[config.mk]
export PLATFORM = sky130hd
export DESIGN_NAME = record_mode
export DESIGN_NICKNAME = d
export VERILOG_FILES = /design/src/rtl/record_mode.sv
export SDC_FILE = /design/constraint.sdc
export NUM_CORES = 1
export LEC_CHECK = 0
export CAP_MARGIN = 20
export CORE_MARGIN = 8
export CORE_UTILIZATION = 66
export CTS_BUF_LIST = sky130_fd_sc_hd__clkbuf_8
export DETAILED_ROUTE_END_ITERATION = 16
export PLACE_DENSITY_LB_ADDON = 0.08
export SYNTH_ARGS = -nofsm -noshare
export SYNTH_HDL_FRONTEND = slang
export SYNTH_SLANG_ARGS = --single-unit
[constraint.sdc]
create_clock -name clk -period 7 [get_ports clk]
set_input_delay 1.05 -clock clk [delete_from_list [all_inputs] [get_ports clk]]
set_output_delay 1.05 -clock clk [all_outputs]
set_load 0.03 [all_outputs]
[src/rtl/record_mode.sv]
// record_mode: turns live key presses into {octave, note, length} song
// entries, inserting rest entries for the gaps between presses. The buffer
// is read back by index in the same shape as the song ROM.
module record_mode #(
  parameter int KEY_BITS = 7,
  parameter int DEPTH    = 64,
  parameter int IDX_BITS = 6
) (
  input  logic                clk,
  input  logic                rst,
  input  logic                en,
  input  logic                tick,
  input  logic                oct_up,
  input  logic                oct_down,
  input  logic [KEY_BITS-1:0] note_key,
  input  logic [IDX_BITS-1:0] rd_idx,
  output logic [1:0]          rd_octave,
  output logic [2:0]          rd_note,
  output logic [2:0]          rd_length,
  output logic [IDX_BITS:0]   track,
  output logic                full,
  output logic [KEY_BITS-1:0] note_led,
  output logic [1:0]          octave
);

  // state    | meaning
  // IDLE     | not recording; buffer and track hold the last take
  // WAIT     | recording, no key down; counts gap ticks once armed
  // HOLD     | key latched, counting hold ticks until release
  // REST_WR  | writing the rest entry that precedes the held note
  // NOTE_WR  | writing the note entry after release
  localparam logic [2:0] S_IDLE    = 3'd0;
  localparam logic [2:0] S_WAIT    = 3'd1;
  localparam logic [2:0] S_HOLD    = 3'd2;
  localparam logic [2:0] S_REST_WR = 3'd3;
  localparam logic [2:0] S_NOTE_WR = 3'd4;

  logic [2:0] state;
  logic       gap_armed;
  logic [2:0] gap_cnt;
  logic [2:0] hold_cnt;
  logic [2:0] key_lat;
  logic [1:0] oct_lat;
  logic       wr_en;
  logic       wr_ok;
  logic [7:0] wr_entry;
  logic [7:0] mem [DEPTH];

  // Lowest-numbered pressed key wins when several are down together.
  function automatic logic [2:0] lowest_key(input logic [KEY_BITS-1:0] k);
    logic [2:0] r;
    r = 3'd0;
    for (int i = KEY_BITS - 1; i >= 0; i--) begin
      if (k[i]) r = 3'(i);
    end
    return r;
  endfunction

  assign full  = (track == (IDX_BITS+1)'(DEPTH));
  assign wr_ok = wr_en && !full;

  // Entry to store this cycle; nothing is written once recording is dropped.
  always_comb begin
    wr_en    = 1'b0;
    wr_entry = 8'd0;
    if (en && state == S_REST_WR) begin
      wr_en    = 1'b1;
      wr_entry = {oct_lat, 3'd0, gap_cnt};
    end else if (en && state == S_NOTE_WR) begin
      wr_en    = 1'b1;
      wr_entry = {oct_lat, key_lat + 3'd1, (hold_cnt == 3'd0) ? 3'd1 : hold_cnt};
    end
  end

  // LED shows the latched key for as long as the note is considered held.
  always_comb begin
    note_led = '0;
    if (state == S_HOLD || state == S_REST_WR) note_led = KEY_BITS'(1) << key_lat;
  end

  // Octave register, saturating 0..3; simultaneous up/down cancel.
  always_ff @(posedge clk) begin
    if (rst) begin
      octave <= 2'd1;
    end else if (oct_up && !oct_down && octave != 2'd3) begin
      octave <= octave + 2'd1;
    end else if (oct_down && !oct_up && octave != 2'd0) begin
      octave <= octave - 2'd1;
    end
  end

  // Capture FSM, tick counters and track count.
  always_ff @(posedge clk) begin
    if (rst) begin
      state     <= S_IDLE;
      track     <= '0;
      gap_armed <= 1'b0;
      gap_cnt   <= 3'd0;
      hold_cnt  <= 3'd0;
      key_lat   <= 3'd0;
      oct_lat   <= 2'd0;
    end else begin
      if (wr_ok) track <= track + (IDX_BITS+1)'(1);
      if (state != S_IDLE && !en) begin
        state <= S_IDLE;
      end else begin
        case (state)
          S_IDLE: begin
            if (en) begin
              state     <= S_WAIT;
              track     <= '0;
              gap_armed <= 1'b0;
              gap_cnt   <= 3'd0;
            end
          end
          S_WAIT: begin
            if (note_key != '0) begin
              key_lat  <= lowest_key(note_key);
              oct_lat  <= octave;
              hold_cnt <= 3'd0;
              state    <= (gap_armed && gap_cnt != 3'd0) ? S_REST_WR : S_HOLD;
            end else if (tick && gap_armed && gap_cnt != 3'd7) begin
              gap_cnt <= gap_cnt + 3'd1;
            end
          end
          S_REST_WR: state <= S_HOLD;
          S_HOLD: begin
            if (note_key == '0) begin
              state <= S_NOTE_WR;
            end else if (tick && hold_cnt != 3'd7) begin
              hold_cnt <= hold_cnt + 3'd1;
            end
          end
          S_NOTE_WR: begin
            gap_armed <= 1'b1;
            gap_cnt   <= 3'd0;
            state     <= S_WAIT;
          end
          default: state <= S_IDLE;
        endcase
      end
    end
  end

  // Entry buffer write port; contents are not reset.
  always_ff @(posedge clk) begin
    if (wr_ok) mem[track[IDX_BITS-1:0]] <= wr_entry;
  end

  // Registered read port; a same-cycle write to rd_idx returns old data.
  always_ff @(posedge clk) begin
    if (rst) begin
      rd_octave <= 2'd0;
      rd_note   <= 3'd0;
      rd_length <= 3'd0;
    end else begin
      {rd_octave, rd_note, rd_length} <= mem[rd_idx];
    end
  end

endmodule

==> impl_metrics.ini, run 1 <==
[logic_synthesis]
synth.most_common_cell = sky130_fd_sc_hd__edfxtp_1
netlist_area_sq_um = 21700
synth_edf_count = 512
synth_top_cells_by_area = sky130_fd_sc_hd__edfxtp_1 71%, sky130_fd_sc_hd__mux4_2 12%, sky130_fd_sc_hd__dfxtp_1 2.9%
synthArstFlopShare_pct = 0
post_synth_num_cell_types = 69
synthesized_net_count = 1152
yosys-top-cells-count = 512 x sky130_fd_sc_hd__edfxtp_1, 118 x sky130_fd_sc_hd__mux4_2, 105 x sky130_fd_sc_hd__nor2_1
synth_seq_area_share_pct = 73.7
synth-main-ff-cell = sky130_fd_sc_hd__edfxtp_1
yosys_register_bits = 544
yosys.area.top_type_share_pct = 70.8
synthCells = 1120
synth_warnings = 0
synth_top_area_cell = sky130_fd_sc_hd__edfxtp_1
syn_avg_cell_area_sq_um = 19.4

[worst_setup_path]
crit_path_start_kind = register
timing.critical_path.arrival_ns = 3.02
critical_path_class = reg -> out
worst_setup_path_end_kind = primary output
critical_path.reg2reg.startpoint = state[2]$_SDFFE_PP0P_
r2r_cells = 5
crit_path_max_fanout = 11
critPathTopFamily = simple AND/OR/NAND/NOR gates
worstPathCellList = or3_1, nor3_2, clkdlybuf4s50_1
worstPathRequired_ns = 5.95
r2r-end = mem[56][3]$_DFFE_PP_
critical-path-max-stage-delay_ns = 0.77
critPathLaunch = track[3]$_SDFF_PP0_
worstPathBufferInverterCount = 1
crit_slowest_cell = sky130_fd_sc_hd__clkdlybuf4s50_1
setup.reg_to_reg.worst_slack_ns = 3.63

[power_and_ir_drop]
vdd_ir_drop_max_v = 0.000308
switching_share_pct = 21.4
p_switching_w = 0.00131
part_of_the_power_in_the_clock_network_pct = 39.6
leakage_nw = 7.46
sequentialPowerShare_pct = 57.3
power_density_nw_per_um2 = 256
combinationalPowerShare_pct = 3.1
intPower_w = 0.00483

[clocking]
post_cts_resized = 0
clock-sinks = 544
cts-hold-fix-buffers = 0
cts_clk_pin_slew_worst_paths_ns = 0.06
clock_tree.root_cell = sky130_fd_sc_hd__clkbuf_8
cts_post_setup_buffers_inserted = 0
ctsHtreeMaxLevel = 3
clock_latency_ns = 0.63
numCtsBuffers = 83
clock_buffer_depth = 3
tritoncts_clock_tree = yes

[outcome]
outcome = complete, no violations

[min_path]
hold_start = oct_lat[0]$_SDFFE_PP0P_
whs_endpoint = oct_lat[0]$_SDFFE_PP0P_
holdCritPathClass = reg -> reg
hold_path_depth = 2

[global_routing]
grt_pass1_vias = 11300
wire_length_of_the_first_global_routing_pass_um = 72000
grt_overflow_total = 0
grt_start_max_net_pins = 77
initial_antenna_violation_count = 0
groute.usage.overall_pct = 25.3

[timing]
fin_skew_ns = 0.0212
final_period_minus_worst_setup_slack_ns = 4.07
whs_ns = 0.496
final_cycle_utilization_of_the_critical_path_pct = 58.1
max_slew_margin_pct = 24.4
count_of_final_max_slew_check_failures = 0
setup_repair_after_global_routing_missed_its_margin = no
fin_tns_setup_ns = 0
setup_violations = 0
slew_at_the_pin_closest_to_its_max_slew_limit_ns = 1.13
finalHoldViolCount = 0
max_freq_mhz = 246

[placed_design]
final_weighted_congestion_of_routability_driven_global_placement = 0.843
placed_wire_length_estimate_um = 28900
io_buffers = 43

[floorplan]
initial_utilization_pct = 66.9
die_h_um = 197
core-area_sq_um = 32500
boundaryPins = 44
dieWidth_um = 197
placement_rows = 66
die_outline_area_sq_um = 39000

[cells_and_area]
diodes = 0
area_growth_pct = 10.5
fin_nets = 1238
layout_cells_sized_above_1_pct = 21.3

[routing]
detail_route.first_pass.iterations = 6
detail_route.wl_per_cell_um = 27.9
via_per_inst = 6.54
vias = 11200
drt_first_iter_violations = 1362
antenna_left = 0
drc_errors = 0
total_routed_wirelength_um = 47800

[flow_run]
maxCapViolCount = 0
-- per-stage QoR --
stage | util (%) | cell area, sq um | instances | power (W) | setup WS, ns
6_report | 74.0 | 24000 | 1712 | 0.00614 | 2.93
4_1_cts | 74.0 | 24000 | 1712 | 0.00617 | 2.95
3_5_place_dp | 69.2 | 22500 | 1563 | 0.00378 | 2.78
5_1_grt | 74.0 | 24000 | 1712 | 0.00631 | 2.86
3_3_place_gp | 69.2 | 22500 | 1563 | 0.00378 | 2.74
2_1_floorplan | - | 21700 | 1120 | 0.00372 | 2.21
-- layout make-up --
cell class	instances	area (sq um)
Tap cell	442	553
Sequential cell	544	16000
Timing Repair Buffer	59	546
Multi-Input combinational cell	501	5290
Clock inverter	61	324
Fill cell	1923	8450
Clock buffer	88	1210
Inverter	17	63.8
-- how the worst max path moves through the flow --
stage                                        to  depth (start not counted)  slack (ns)
after floorplan             mem[0][0]$_DFFE_PP_                          4        2.21
after global placement    rd_note[0]$_SDFF_PP0_                          6        2.74
after detailed placement  rd_note[0]$_SDFF_PP0_                          6        2.78
after CTS                                  full                          3        2.95
after global routing                       full                          3        2.86
final                                      full                          3        2.93
-- flip-flops by register name, summed over array words and instances, names as in the netlist --
name,flops
octave,2
track,7
oct_lat,2
rd_octave,2
rd_length,3
key_lat,3
hold_cnt,3
gap_cnt,3
mem,512
state,3
gap_armed,1
rd_note,3
-- cell families after synthesis --
| logic type | count (synthesis) | synth area share [%] |
|---|---|---|
| AOI/OAI and AO/OA | 85 | 2.74 |
| xor gates and xnor gates | 5 | 0.202 |
| adders and majority gates | 14 | 0.795 |
| buffers and inverters | 75 | 2.11 |
| DFF | 544 | 73.7 |
| muxes | 157 | 14.9 |
| and+or+nand+nor | 240 | 5.57 |
-- worst min-delay path, stage by stage (launching register included) --
cell and delay (ns):
sky130_fd_sc_hd__dfxtp_1 0.32, sky130_fd_sc_hd__mux2i_1 0.06, sky130_fd_sc_hd__nor2_1 0.07
-- power groups by stage --
stage	combinational [W]	clock, W	sequential [W]
2_1_floorplan	0.000129	0	0.00359
3_3_place_gp	0.000191	0	0.00359
3_5_place_dp	0.000193	0	0.00359
4_1_cts	0.000194	0.00246	0.00352
5_1_grt	0.000204	0.00259	0.00352
6_report	0.000193	0.00243	0.00352
-- cell usage in the layout, fill, tap and decap left out, types with 3 or more instances in the layout --
| master | n |
|---|---|
| sky130_fd_sc_hd__a22oi_1 | 4 |
| sky130_fd_sc_hd__nor2b_1 | 13 |
| sky130_fd_sc_hd__nor4b_1 | 3 |
| sky130_fd_sc_hd__o32a_1 | 4 |
| sky130_fd_sc_hd__edfxtp_1 | 512 |
| sky130_fd_sc_hd__o22ai_1 | 17 |
| sky130_fd_sc_hd__nand2_1 | 37 |
| sky130_fd_sc_hd__clkinv_1 | 18 |
| sky130_fd_sc_hd__inv_1 | 39 |
| sky130_fd_sc_hd__clkinv_2 | 12 |
| sky130_fd_sc_hd__or3b_2 | 3 |
| sky130_fd_sc_hd__or3_1 | 5 |
| sky130_fd_sc_hd__o211ai_1 | 7 |
| sky130_fd_sc_hd__dfxtp_1 | 32 |
| sky130_fd_sc_hd__o21ai_0 | 14 |
| sky130_fd_sc_hd__nand2b_1 | 13 |
| sky130_fd_sc_hd__mux2i_1 | 26 |
| sky130_fd_sc_hd__nand3_1 | 14 |
| sky130_fd_sc_hd__o221ai_1 | 3 |
| sky130_fd_sc_hd__mux4_2 | 118 |
| sky130_fd_sc_hd__clkinvlp_4 | 6 |
| sky130_fd_sc_hd__ha_1 | 13 |
| sky130_fd_sc_hd__clkbuf_8 | 88 |
| sky130_fd_sc_hd__buf_4 | 17 |
| sky130_fd_sc_hd__mux4_1 | 11 |
| sky130_fd_sc_hd__or4_1 | 3 |
| sky130_fd_sc_hd__nand4_1 | 5 |
| sky130_fd_sc_hd__clkdlybuf4s50_1 | 39 |
| sky130_fd_sc_hd__nor3_1 | 9 |
| sky130_fd_sc_hd__a21oi_1 | 12 |
| sky130_fd_sc_hd__xor2_1 | 3 |
| sky130_fd_sc_hd__a211oi_1 | 3 |
| sky130_fd_sc_hd__nor2_1 | 103 |
| sky130_fd_sc_hd__a221oi_1 | 3 |
| sky130_fd_sc_hd__nand3b_1 | 6 |
-- layer usage --
layer	GRT usage [%]	share of wire, %	up-vias
li1	-	-	4741
met1	36.5	41	5788
met2	38.6	47	582
met3	6.37	9.5	92
met4	7.22	2.5	0
met5	0	0	-
No activity file was read; power rests on OpenSTA's default activity.
==> run 2, diff against run 1 <==
- CORE_UTILIZATION: 66 -> 64
- clock period: 7 -> 3.85 ns (I/O delays scaled with it)
==> impl_metrics.ini, run 2 (same netlist as run 1, synthesis figures left out) <==
[timing]
setup_repair_after_global_routing_missed_its_margin = no
slew_at_the_pin_closest_to_its_max_slew_limit_ns = 0.928
max_freq_mhz = 286
final_cycle_utilization_of_the_critical_path_pct = 90.8
whs_ns = 0.486
max_slew_margin_pct = 37.3
fin_skew_ns = 0.0313
setup_violations = 0
final_period_minus_worst_setup_slack_ns = 3.50
count_of_final_max_slew_check_failures = 0
finalHoldViolCount = 0

[power_and_ir_drop]
power_density_nw_per_um2 = 467
vdd_ir_drop_max_v = 0.000321
leakage_nw = 7.92
total_power_w = 0.0116

[cells_and_area]
layout.core_utilization_pct = 74.0
area_growth_pct = 13.9
area.sequential_sq_um = 16000
multi_input_area_sq_um = 5290
diodes = 0
final.fill_count = 1939
layout_cells_sized_above_1_pct = 25.8
final_common_cell = sky130_fd_sc_hd__edfxtp_1
fin_nets = 1303
mostFrequentLayoutCells = 512 x sky130_fd_sc_hd__edfxtp_1, 118 x sky130_fd_sc_hd__mux4_2, 103 x sky130_fd_sc_hd__nor2_1
largest_register_ffs = 512

[floorplan]
die_h_um = 200
boundaryPins = 44
initial_utilization_pct = 64.9
dieWidth_um = 200
die_outline_area_sq_um = 40100
placement_rows = 67
core-area_sq_um = 33400

[global_routing]
initial_antenna_violation_count = 0
grt_start_max_net_pins = 65
wire_length_of_the_first_global_routing_pass_um = 71800
groute.usage.overall_pct = 23.8
grt_pass1_vias = 11600
grt_overflow_total = 0

[worst_setup_path]
r2r_cells = 5
critPathLaunch = track[3]$_SDFF_PP0_
crit_path_max_fanout = 11
worst_setup_path_end_kind = primary output
timing.critical_path.arrival_ns = 2.92
critical_path.reg2reg.startpoint = state[2]$_SDFFE_PP0P_
critical_path_class = reg -> out
crit_path_start_kind = register
worstPathRequired_ns = 3.27

[clocking]
numCtsBuffers = 83
cts_post_setup_buffers_inserted = 0
cts_clk_pin_slew_worst_paths_ns = 0.06
tritoncts_clock_tree = yes
clock-sinks = 544
clock_buffer_depth = 3
cts-hold-fix-buffers = 0
post_cts_resized = 0
ctsHtreeMaxLevel = 3
clock_tree.root_cell = sky130_fd_sc_hd__clkbuf_8
clock_latency_ns = 0.63

[min_path]
holdCritPathClass = reg -> reg
hold_start = oct_lat[1]$_SDFFE_PP0P_
hold_path_depth = 2

[routing]
vias = 11300
antenna_left = 0
via_per_inst = 6.34
detail_route.wl_per_cell_um = 26.7
total_routed_wirelength_um = 47500
drc_errors = 0
detail_route.first_pass.iterations = 5
drt_first_iter_violations = 1066

[flow_run]
maxCapViolCount = 0

[placed_design]
placed_wire_length_estimate_um = 29900
final_weighted_congestion_of_routability_driven_global_placement = 0.829
io_buffers = 43

[outcome]
outcome = complete, no violations
==> run 2: cell types whose count changed in the layout (fill, tap and decap cells not counted), sizes merged, moves of 3 or more <==
cell and delta:
buf +66, clkinv -7, clkbuf +10, clkinvlp -3, inv -3, bufinv +3
==> run 2: metrics by stage <==
step           std cells  worst slack [ns]  setup TNS, ns  cell area, sq um
2_1_floorplan       1120            -0.471         -60.27             21700
3_3_place_gp        1634             0.733              0             23000
3_5_place_dp        1634             0.596              0             23000
4_1_cts             1783             0.384              0             24700
5_1_grt             1783             0.288              0             24700
6_report            1783             0.354              0             24700
==> run 2: critical path, cell delays in order (launching register included) <==
cell                              delay, ns
sky130_fd_sc_hd__dfxtp_1               0.46
sky130_fd_sc_hd__or3_1                 0.64
sky130_fd_sc_hd__nor3_2                0.43
sky130_fd_sc_hd__clkdlybuf4s50_1       0.76
==> run 2: path summary, 6_finish.rpt <==
kind                            slack, ns                 endpoint
worst min register to register       0.49  oct_lat[1]$_SDFFE_PP0P_
worst min-delay path                 0.49  oct_lat[1]$_SDFFE_PP0P_
worst max-delay path                 0.35                     full
worst max register to register       0.77     mem[27][6]$_DFFE_PP_
==> run 2: report_power, final <==
| group | internal [W] | total [W] | switching, W | leakage, nW |
|---|---|---|---|---|
| Sequential | 0.00638 | 0.00639 | 0.0000106 | 4.78 |
| Clock | 0.00265 | 0.00481 | 0.00216 | 0.946 |
| Combinational | 0.000153 | 0.000367 | 0.000215 | 2.19 |
==> run 2: cell type report <==
class / count / area share [%]
Multi-Input combinational cell: 501 / 21.4
Timing Repair Buffer: 124 / 4.51
Clock buffer: 98 / 5.45
Sequential cell: 544 / 64.7
Clock inverter: 51 / 1.41
Tap cell: 448 / 2.27
Inverter: 17 / 0.258
==> run 2: routing by layer <==
metal | vias up | track usage, % | share of wire, %
met3 | 85 | 4.68 | 8.5
li1 | 4859 | - | -
met1 | 5797 | 33.8 | 41
met2 | 556 | 37.2 | 48
met4 | 2 | 7.73 | 2.2
met5 | - | 1.97 | 0.24
